## src/rtl/usr_shift_engine.sv

```systemverilog
// Multi-step universal shift register: load, clear, shift or rotate one bit per clock.
// Define USR_ROTATE_EN to build ROL/ROR; otherwise opcodes 101/110 behave as NOP.
module usr_shift_engine #(
    parameter int unsigned WIDTH = 8,
    localparam int unsigned AW = $clog2(WIDTH + 1)
) (
    input  logic             clk,
    input  logic             reset_n,
    input  logic             cmd_valid,
    output logic             cmd_ready,
    input  logic [2:0]       cmd_op,
    input  logic [AW-1:0]    cmd_amt,
    input  logic [WIDTH-1:0] load_data,
    input  logic             serial_in_l,
    input  logic             serial_in_r,
    output logic [WIDTH-1:0] out,
    output logic             serial_out_l,
    output logic             serial_out_r,
    output logic             busy,
    output logic             done
);

    localparam logic [0:0] S_IDLE  = 1'b0;
    localparam logic [0:0] S_SHIFT = 1'b1;

    localparam logic [2:0] OP_NOP   = 3'b000;
    localparam logic [2:0] OP_SHL   = 3'b001;
    localparam logic [2:0] OP_SHR   = 3'b010;
    localparam logic [2:0] OP_LOAD  = 3'b011;
    localparam logic [2:0] OP_ASR   = 3'b100;
    localparam logic [2:0] OP_ROL   = 3'b101;
    localparam logic [2:0] OP_ROR   = 3'b110;
    localparam logic [2:0] OP_CLEAR = 3'b111;

    localparam logic [AW-1:0] AMT_MAX = AW'(WIDTH);
    localparam logic [AW-1:0] AMT_ONE = AW'(1);

    logic [0:0]       r_state;
    logic [WIDTH-1:0] r_out;
    logic [2:0]       r_op;
    logic [AW-1:0]    r_cnt;
    logic             r_done;

    logic             w_accept;
    logic             w_is_shift_op;
    logic [AW-1:0]    w_amt;
    logic [WIDTH-1:0] w_step;
    logic [0:0]       w_state_d;
    logic [WIDTH-1:0] w_out_d;
    logic [2:0]       w_op_d;
    logic [AW-1:0]    w_cnt_d;
    logic             w_done_d;

    assign cmd_ready    = (r_state == S_IDLE);
    assign busy         = (r_state == S_SHIFT);
    assign out          = r_out;
    assign done         = r_done;
    assign serial_out_l = r_out[WIDTH-1];
    assign serial_out_r = r_out[0];

    assign w_accept = cmd_valid && cmd_ready;
    assign w_amt    = (cmd_amt > AMT_MAX) ? AMT_MAX : cmd_amt;

    always_comb begin
        w_is_shift_op = 1'b0;
        case (cmd_op)
            OP_SHL, OP_SHR, OP_ASR: w_is_shift_op = 1'b1;
`ifdef USR_ROTATE_EN
            OP_ROL, OP_ROR:         w_is_shift_op = 1'b1;
`endif
            default:                w_is_shift_op = 1'b0;
        endcase
    end

    // One 1-bit step of the latched op; fill bits are sampled live for streaming.
    always_comb begin
        w_step = r_out;
        case (r_op)
            OP_SHL: w_step = {r_out[WIDTH-2:0], serial_in_l};
            OP_SHR: w_step = {serial_in_r, r_out[WIDTH-1:1]};
            OP_ASR: w_step = {r_out[WIDTH-1], r_out[WIDTH-1:1]};
`ifdef USR_ROTATE_EN
            OP_ROL: w_step = {r_out[WIDTH-2:0], r_out[WIDTH-1]};
            OP_ROR: w_step = {r_out[0], r_out[WIDTH-1:1]};
`endif
            default: w_step = r_out;
        endcase
    end

    always_comb begin
        w_state_d = r_state;
        w_out_d   = r_out;
        w_op_d    = r_op;
        w_cnt_d   = r_cnt;
        w_done_d  = 1'b0;
        if (r_state == S_IDLE) begin
            if (w_accept) begin
                if (w_is_shift_op && (w_amt != '0)) begin
                    w_op_d    = cmd_op;
                    w_cnt_d   = w_amt;
                    w_state_d = S_SHIFT;
                end else begin
                    // NOP, LOAD, CLEAR, zero-amount shifts and disabled rotates finish here.
                    w_done_d = 1'b1;
                    if (cmd_op == OP_LOAD) begin
                        w_out_d = load_data;
                    end else if (cmd_op == OP_CLEAR) begin
                        w_out_d = '0;
                    end
                end
            end
        end else begin
            w_out_d = w_step;
            w_cnt_d = r_cnt - AMT_ONE;
            if (r_cnt == AMT_ONE) begin
                w_state_d = S_IDLE;
                w_done_d  = 1'b1;
            end
        end
    end

    always_ff @(posedge clk or negedge reset_n) begin
        if (!reset_n) begin
            r_state <= S_IDLE;
            r_out   <= '0;
            r_op    <= OP_NOP;
            r_cnt   <= '0;
            r_done  <= 1'b0;
        end else begin
            r_state <= w_state_d;
            r_out   <= w_out_d;
            r_op    <= w_op_d;
            r_cnt   <= w_cnt_d;
            r_done  <= w_done_d;
        end
    end

endmodule

```

## config.mk

```make
export PLATFORM = sky130hd
export DESIGN_NAME = usr_shift_engine
export DESIGN_NICKNAME = d
export VERILOG_FILES = /design/src/rtl/usr_shift_engine.sv
export SDC_FILE = /design/constraint.sdc
export NUM_CORES = 1
export LEC_CHECK = 0
export CAP_MARGIN = 5
export CORE_MARGIN = 2
export CORE_UTILIZATION = 45
export CTS_CLUSTER_SIZE = 25
export DETAILED_ROUTE_END_ITERATION = 10
export GPL_ROUTABILITY_DRIVEN = 0
export GPL_TIMING_DRIVEN = 1
export PLACE_DENSITY_LB_ADDON = 0.12
export SLEW_MARGIN = 10
export SYNTH_ARGS = -nofsm -noshare
export SYNTH_HDL_FRONTEND = slang
export SYNTH_SLANG_ARGS = --single-unit
export TNS_END_PERCENT = 100
```

## constraint.sdc

```tcl
create_clock -name clk -period 1.57 [get_ports clk]
set_input_delay 0.3925 -clock clk [delete_from_list [all_inputs] [get_ports clk]]
set_output_delay 0.3925 -clock clk [all_outputs]
set_load 0.1 [all_outputs]
```

==> results.md, run 1 <==
* Max capacitance violation total at 0
* Initial core utilization at 0.469
* Post-synthesis area per instance at 9.51 µm²
* Routed wire per std cell at about 14 µm
* Slew at the pin closest to its max-slew limit at about 0.24 ns
* Yosys top cell by area: sky130_fd_sc_hd__dfrtp_1
* Data arrival time of the critical path at approximately 1.2 ns
* Final-report hold violation count at 0
* Post-Synthesis Net Count at about 140
* Setup Viol. Count Final at 0
* Path type of the worst setup path: flip-flop to output port
* Layout-stage area growth over the synthesis result at 61.7%
* Worst Setup Start Kind: flip-flop
* Number of distinct standard cells referenced by the synthesized netlist at 34
* Reg clk slew, reported paths at between 0.1 and 0.15 ns
* Total half-perimeter wirelength after legalization and detailed placement at between 2 and 2.5 mm
* Clock latency on the worst-skew pair at 0.30 ns
* Number of sinks on the clock net at 17
* Pin count of the biggest net entering global routing at 18
* Final Routed Wirelength at slightly below 3 mm
* Final-stage net count at about 200
* Maximum fanout along the worst path at 6
* Buf/Inv on CP at 2
* Footprint of the flip-flops and latches at around 430 µm²
* First drt pass iteration count at 4
* Final min period at around 1.6 ns
* Fillers at around 180
* Sw Ratio at 0.524
* Share of the synthesized area in the top cell type at 0.373
* Number of antenna violations at the first check in global routing at 0
* Remaining design rule violation count at 0
* Total power per unit cell area at 2280 mW/mm²
* Cell breakdown of the critical path: clkinvlp_4 > buf_12
* Post-route antenna net violation count at 0
* Worst reg2reg path startpoint: busy
* Commonest non-fill, non-tap cell in the layout: sky130_fd_sc_hd__buf_4
* Largest stage delay, worst path at 0.53 ns
* Top post-synthesis cells by area: sky130_fd_sc_hd__dfrtp_1, sky130_fd_sc_hd__nor4bb_1, sky130_fd_sc_hd__a22oi_1, sky130_fd_sc_hd__nand2b_1, sky130_fd_sc_hd__nand2_1
* Maximum clock skew at final layout at a little under 0.006 ns
* Period utilisation layout at 0.988
* Cell at the root of the clock tree: sky130_fd_sc_hd__clkbuf_4
* Number of rows created at floorplan at 18
* Leakage power at 0.792 nW
* Wire length of the first global-routing pass at around 4.8 mm
* R2R Setup Slk at 0.05 ns
* Final non-filler cell area at approximately 0.0018 mm²
* VDD IR max at approximately 0.0018 V
* Reg-to-Reg End: r_op[1]
* Max_slew headroom at 0.836
* Cell area after synthesis at 0.00114 mm²
* Count of antenna diodes in the layout at 0
* Via count normalized by instance count at 5.60
* Boundary pin count at 33
* Maximum buffer depth of the clock tree at 2
* Sum of internal, switching and leakage power at roughly 0.0042 W
* Yosys warns at 0
* Die footprint at approximately 0.0030 mm²
* Unrepaired setup endpoints after global routing: yes
* Sw Pwr at 0.00220 W
* Cell internal pwr at ~0.002 W
* Share of synthesized area occupied by flip-flops and latches at 0.373
* Total count of max-transition violations in the final report at 0
* Synthesized netlist cell count at 120
* Area occupied by multi-input gates at between 600 and 700 µm²
* Part of the power in the clock network at 0.061
* Kind of capture point of the worst setup path: output port
* Area of the core at 0.00243 mm²
* TritonCTS clock tree: done
* Die Width at between 50 and 60 µm
* Tot GR Track Use at 0.226
* Outcome: finished clean
* Vias in the first global route at 1114
* Synth Register Bits at 17
* Dominant synthesized flop cell: sky130_fd_sc_hd__dfrtp_1
* Highest-count cells in the layout ignoring fill and taps: sky130_fd_sc_hd__buf_4, sky130_fd_sc_hd__clkdlybuf4s50_1, sky130_fd_sc_hd__dfrtp_1, sky130_fd_sc_hd__buf_12, sky130_fd_sc_hd__nand2_1
* Flop pwr share at 0.217
* Ratio of cells with drive above 1 in the final layout at 0.320
* Non-filler instance count after layout at 205
* Async set-or-reset flop fraction in the synthesized netlist at 1.00
* Type of the worst min-delay path: primary input to asynchronous set/reset pin
* DIE HEIGHT at roughly 54 µm
* Logic depth of the worst register-to-register path at 5
* WP data required at around 1.2 ns
* Worst hold margin at 0.395 ns
* Number of enable flip-flop cells after synthesis at 0
* Comb power frac at 0.721
* Slowest stage cell on the critical path: sky130_fd_sc_hd__dfrtp_4
* Maximum level of the CTS H-tree at 1
* First-iteration detailed-routing DRC count at 15
* CTS Buf Count at 3
* Maximum clock frequency at approximately 640 MHz
* Overflow left after global routing at 0
* Port Buf Inserts at 32
* Placed instance area at between 0.0015 and 0.002 mm²
* Count of vias placed by the detailed router at 1147
* Cell count after placement at about 200
* Largest delay share family, worst path: flip-flops
cells in the mapped netlist (all sizes together) (2+ instances only):
cell type  count
mux2           4
nor4bb         7
nand3          3
xor2           4
clkbuf         4
a22oi          8
o21ai         12
a21oi          7
o211ai         2
nor2b          3
inv            5
nand2b         9
buf            3
o221ai         2
o2bb2ai        2
nor2           4
nand2         11
ha             2
dfrtp         17
worst max-delay path by stage:
stage / start / end / slack (ns) / cells past startpoint
2_1_floorplan: busy / r_op[0] / -0.43 / 4
3_5_place_dp: cmd_op[0] / r_op[2] / -0.43 / 5
4_1_cts: busy / cmd_ready / 0.003 / 2
3_3_place_gp: cmd_op[0] / r_op[0] / -0.36 / 5
5_1_grt: busy / cmd_ready / -0.03 / 2
6_report: busy / cmd_ready / 0.02 / 2
routing by layer:
metal	up-vias	global-route usage	wire length, µm
met5	-	0	0
met2	33	0.414	1540
met1	558	0.255	1200
met4	0	0.0917	66
li1	547	-	-
met3	9	0.0437	139
timing repair:
| item | CTS | global route |
|---|---|---|
| endpoints found under the setup margin | 8 | 4 |
| resized for setup | 4 | 0 |
| pin swaps | 1 | 0 |
| buffers inserted | 2 | 2 |
| hold buffers | 0 | 0 |
power groups by stage:
stage	Combinational [W]	Sequential, W	Clock [W]
after floorplan	0.00122	0.00158	0
after global placement	0.00294	0.000910	0
after detailed placement	0.00299	0.000924	0
after CTS	0.00300	0.000914	0.000259
final	0.00303	0.000915	0.000258
after global routing	0.00321	0.000940	0.000285
flip-flops by register name, indices dropped and copies added (netlist names):
| signal | flops |
|---|---|
| r_cnt | 4 |
| busy | 1 |
| done | 1 |
| r_op | 3 |
| out | 8 |
stage by stage:
stage | util | TNS (ns) | setup WS, ns
floorplan | - | -2.60 | -0.434
global placement | 0.735 | -4.49 | -0.359
detailed placement | 0.735 | -5.27 | -0.428
CTS | 0.753 | 0 | 0.00305
global route | 0.759 | -0.0555 | -0.0312
finish | 0.759 | 0 | 0.0182
layout make-up:
| cell class | instances | area share |
|---|---|---|
| repair buffers | 59 | 0.353 |
| inverters | 5 | 0.0122 |
| multi-input cells | 90 | 0.366 |
| clock inverters | 1 | 0.00271 |
| well taps | 30 | 0.0203 |
| clock buffers | 3 | 0.0122 |
| flip-flops and latches | 17 | 0.234 |
cells by family after synthesis:
group                    after synthesis  synth area share
AND/OR/NAND/NOR                       43             0.248
multiplexers                           4            0.0395
buffers and inverters                 13            0.0548
AO/OA/AOI/OAI                         37             0.232
flip-flops                            17             0.373
adder cells (fa/ha/maj)                2            0.0219
XOR/XNOR                               4            0.0307
(Power assumes the default switching activity.)
==> inputs of run 2 (changes only) <==
--- a/config.mk
+++ b/config.mk
@@ -13,6 +13,7 @@
 export GPL_ROUTABILITY_DRIVEN = 0
 export GPL_TIMING_DRIVEN = 1
 export PLACE_DENSITY_LB_ADDON = 0.12
+export RECOVER_POWER = 100
 export SLEW_MARGIN = 10
 export SYNTH_ARGS = -nofsm -noshare
 export SYNTH_HDL_FRONTEND = slang
==> constraint.sdc (replaced) <==
create_clock -name clk -period 1.9 [get_ports clk]
set_input_delay 0.475 -clock clk [delete_from_list [all_inputs] [get_ports clk]]
set_output_delay 0.475 -clock clk [all_outputs]
set_load 0.1 [all_outputs]
==> results.md, run 2 (same netlist as run 1, synthesis figures left out) <==
* Outcome: finished clean
* Maximum level of the CTS H-tree at 1
* Die Width at between 50 and 60 µm
* Final-stage net count at 189
* TNS Setup at 0 ns
* Final Routed Wirelength at 2.91 mm
* Count of vias placed by the detailed router at about 1100
* Wire length of the first global-routing pass at 4.76 mm
* Reg-to-Reg End: out[3]
* Die footprint at ~0.003 mm²
* Maximum buffer depth of the clock tree at 2
* Count of antenna diodes in the layout at 0
* Period utilisation layout at 0.961
* Final critical-path setup slack at around 0.074 ns
* Tot GR Track Use at 0.227
* Highest-count cells in the layout ignoring fill and taps: sky130_fd_sc_hd__clkdlybuf4s50_1, sky130_fd_sc_hd__buf_4, sky130_fd_sc_hd__dfrtp_1, sky130_fd_sc_hd__nand2_1, sky130_fd_sc_hd__clkbuf_2
* Final min period at about 1.8 ns
* Boundary pin count at 33
* Reg clk slew, reported paths at approximately 0.10 ns
* Area occupied by multi-input gates at ~660 µm²
* Routed wire per std cell at around 15 µm
* Overflow left after global routing at 0
* Commonest non-fill, non-tap cell in the layout: sky130_fd_sc_hd__clkdlybuf4s50_1
* CTS Hold Buffers Added at 0
* Data arrival time of the critical path at 2.01 ns
* Ratio of cells with drive above 1 in the final layout at 0.247
* Leakage power at ~0.69 nW
* Via count normalized by instance count at between 5 and 6
* Fillers at between 200 and 250
* Total count of max-transition violations in the final report at 0
* Layout-stage area growth over the synthesis result at 39.1%
* Total half-perimeter wirelength after legalization and detailed placement at about 2.2 mm
* First-iteration detailed-routing DRC count at 12
* Type of the worst min-delay path: flip-flop to flip-flop
* Final-report hold violation count at 0
* Setup Slack @ Placement at -0.232 ns
* Max capacitance violation total at 0
* Post-route antenna net violation count at 0
* Remaining design rule violation count at 0
* Kind of capture point of the worst setup path: flip-flop
* Port Buf Inserts at 32
* Vias in the first global route at around 1100
* CP startpoint: cmd_op[1]
* Footprint of the flip-flops and latches at between 400 and 500 µm²
* Total power per unit cell area at between 1500 and 2000 mW/mm²
* Max_slew headroom at 0.369
* First drt pass iteration count at 4
* Unrepaired setup endpoints after global routing: yes
* Maximum clock skew at final layout at 0.00399 ns
* Number of sinks on the clock net at 17
* Clock latency on the worst-skew pair at around 0.30 ns
* Setup Viol. Count Final at 0
* Slew at the pin closest to its max-slew limit at ~0.95 ns
* TritonCTS clock tree: done
* Logic depth of the worst register-to-register path at 4
* Max FFs per register at 8
* Area of the core at approximately 0.0024 mm²
* Maximum clock frequency at 548 MHz
* Worst Setup Start Kind: primary input
* DIE HEIGHT at between 50 and 60 µm
* Cell at the root of the clock tree: sky130_fd_sc_hd__clkbuf_4
* Path type of the worst setup path: primary input to flip-flop
* Number of antenna violations at the first check in global routing at 0
* Number of rows created at floorplan at 18
* VDD IR max at about 0.0013 V
* Setup crit end: r_op[2]
* Maximum fanout along the worst path at 4
* R2R Setup Slk at ~0.17 ns
* WP data required at between 2 and 2.5 ns
* CTS Buf Count at 3
* Initial core utilization at 0.469
* Worst reg2reg path startpoint: busy
* Pin count of the biggest net entering global routing at 19
* Worst hold margin at 0.596 ns
## run 2: cell types whose count changed in the layout (fill, tap and decap cells not counted), moves of 2 or more
cell | before | now
sky130_fd_sc_hd__buf_4 | 27 | 17
sky130_fd_sc_hd__buf_12 | 13 | 1
sky130_fd_sc_hd__dlygate4sd2_1 | 2 | 0
sky130_fd_sc_hd__clkbuf_2 | 0 | 11
sky130_fd_sc_hd__clkbuf_1 | 0 | 2
sky130_fd_sc_hd__dfrtp_1 | 14 | 16
sky130_fd_sc_hd__dfrtp_2 | 2 | 0
## run 2: what timing repair did
| action | 4_1_cts | 5_1_grt |
|---|---|---|
| gates resized for setup | 0 | 0 |
| setup buffers | 0 | 3 |
| endpoints found under the setup margin | 0 | 2 |
## run 2: how the worst min path moves through the flow
stage              from  endpoint  depth (start not counted)
6_report         out[2]    out[2]                          2
2_1_floorplan   reset_n      done                          0
3_5_place_dp   r_cnt[3]  r_cnt[3]                          2
5_1_grt          out[1]    out[1]                          2
3_3_place_gp   r_cnt[0]  r_cnt[0]                          1
4_1_cts         reset_n    out[5]                          2
## run 2: where the power goes
part / switching [W] / leakage (nW) / internal [W]
Clock: 0.000123 / 0.0150 / 0.0000819
Sequential: 0.000247 / 0.212 / 0.000536
Combinational: 0.00138 / 0.463 / 0.000670
Total: 0.00175 / 0.690 / 0.00129
## run 2: worst max-delay path, cell delays in order
cell and delay, ns:
sky130_fd_sc_hd__clkdlybuf4s50_1 0.56, sky130_fd_sc_hd__xor2_1 0.31, sky130_fd_sc_hd__o2111ai_4 0.16, sky130_fd_sc_hd__nor2_4 0.16, sky130_fd_sc_hd__mux2_1 0.34
## run 2: through the flow
step	util	instance area, µm²	total power [W]	std cells
2_1_floorplan	-	1160	0.00231	120
3_3_place_gp	0.706	1720	0.00310	189
3_5_place_dp	0.706	1720	0.00315	189
4_1_cts	0.717	1740	0.00337	193
5_1_grt	0.653	1590	0.00320	196
6_report	0.653	1590	0.00304	196
## run 2: per-layer routing
| metal | wire [µm] | part of all wire | vias to the layer above | global-route usage |
|---|---|---|---|---|
| met1 | 1230 | 0.42 | 539 | 0.256 |
| met2 | 1530 | 0.53 | 22 | 0.420 |
| li1 | - | - | 530 | - |
| met4 | 33 | 0.011 | 0 | 0.0750 |
| met5 | 0 | 0 | - | 0 |
| met3 | 121 | 0.042 | 4 | 0.0492 |
## run 2: area by class of cell
class                      instances  area share
sequential                        17       0.270
timing repair buffer              50       0.257
multi-input combinational         90       0.418
tap                               30      0.0236
inverter                           5      0.0142
clock buffer                       4      0.0165
==> inputs of run 3 (changes only) <==
--- a/config.mk
+++ b/config.mk
@@ -8,6 +8,7 @@
 export CAP_MARGIN = 5
 export CORE_MARGIN = 2
 export CORE_UTILIZATION = 45
+export CTS_CLUSTER_DIAMETER = 40
 export CTS_CLUSTER_SIZE = 25
 export DETAILED_ROUTE_END_ITERATION = 10
 export GPL_ROUTABILITY_DRIVEN = 0
==> results of run 3 <==
Same layout as run 2: the final DEF is identical, and so are final timing and power.
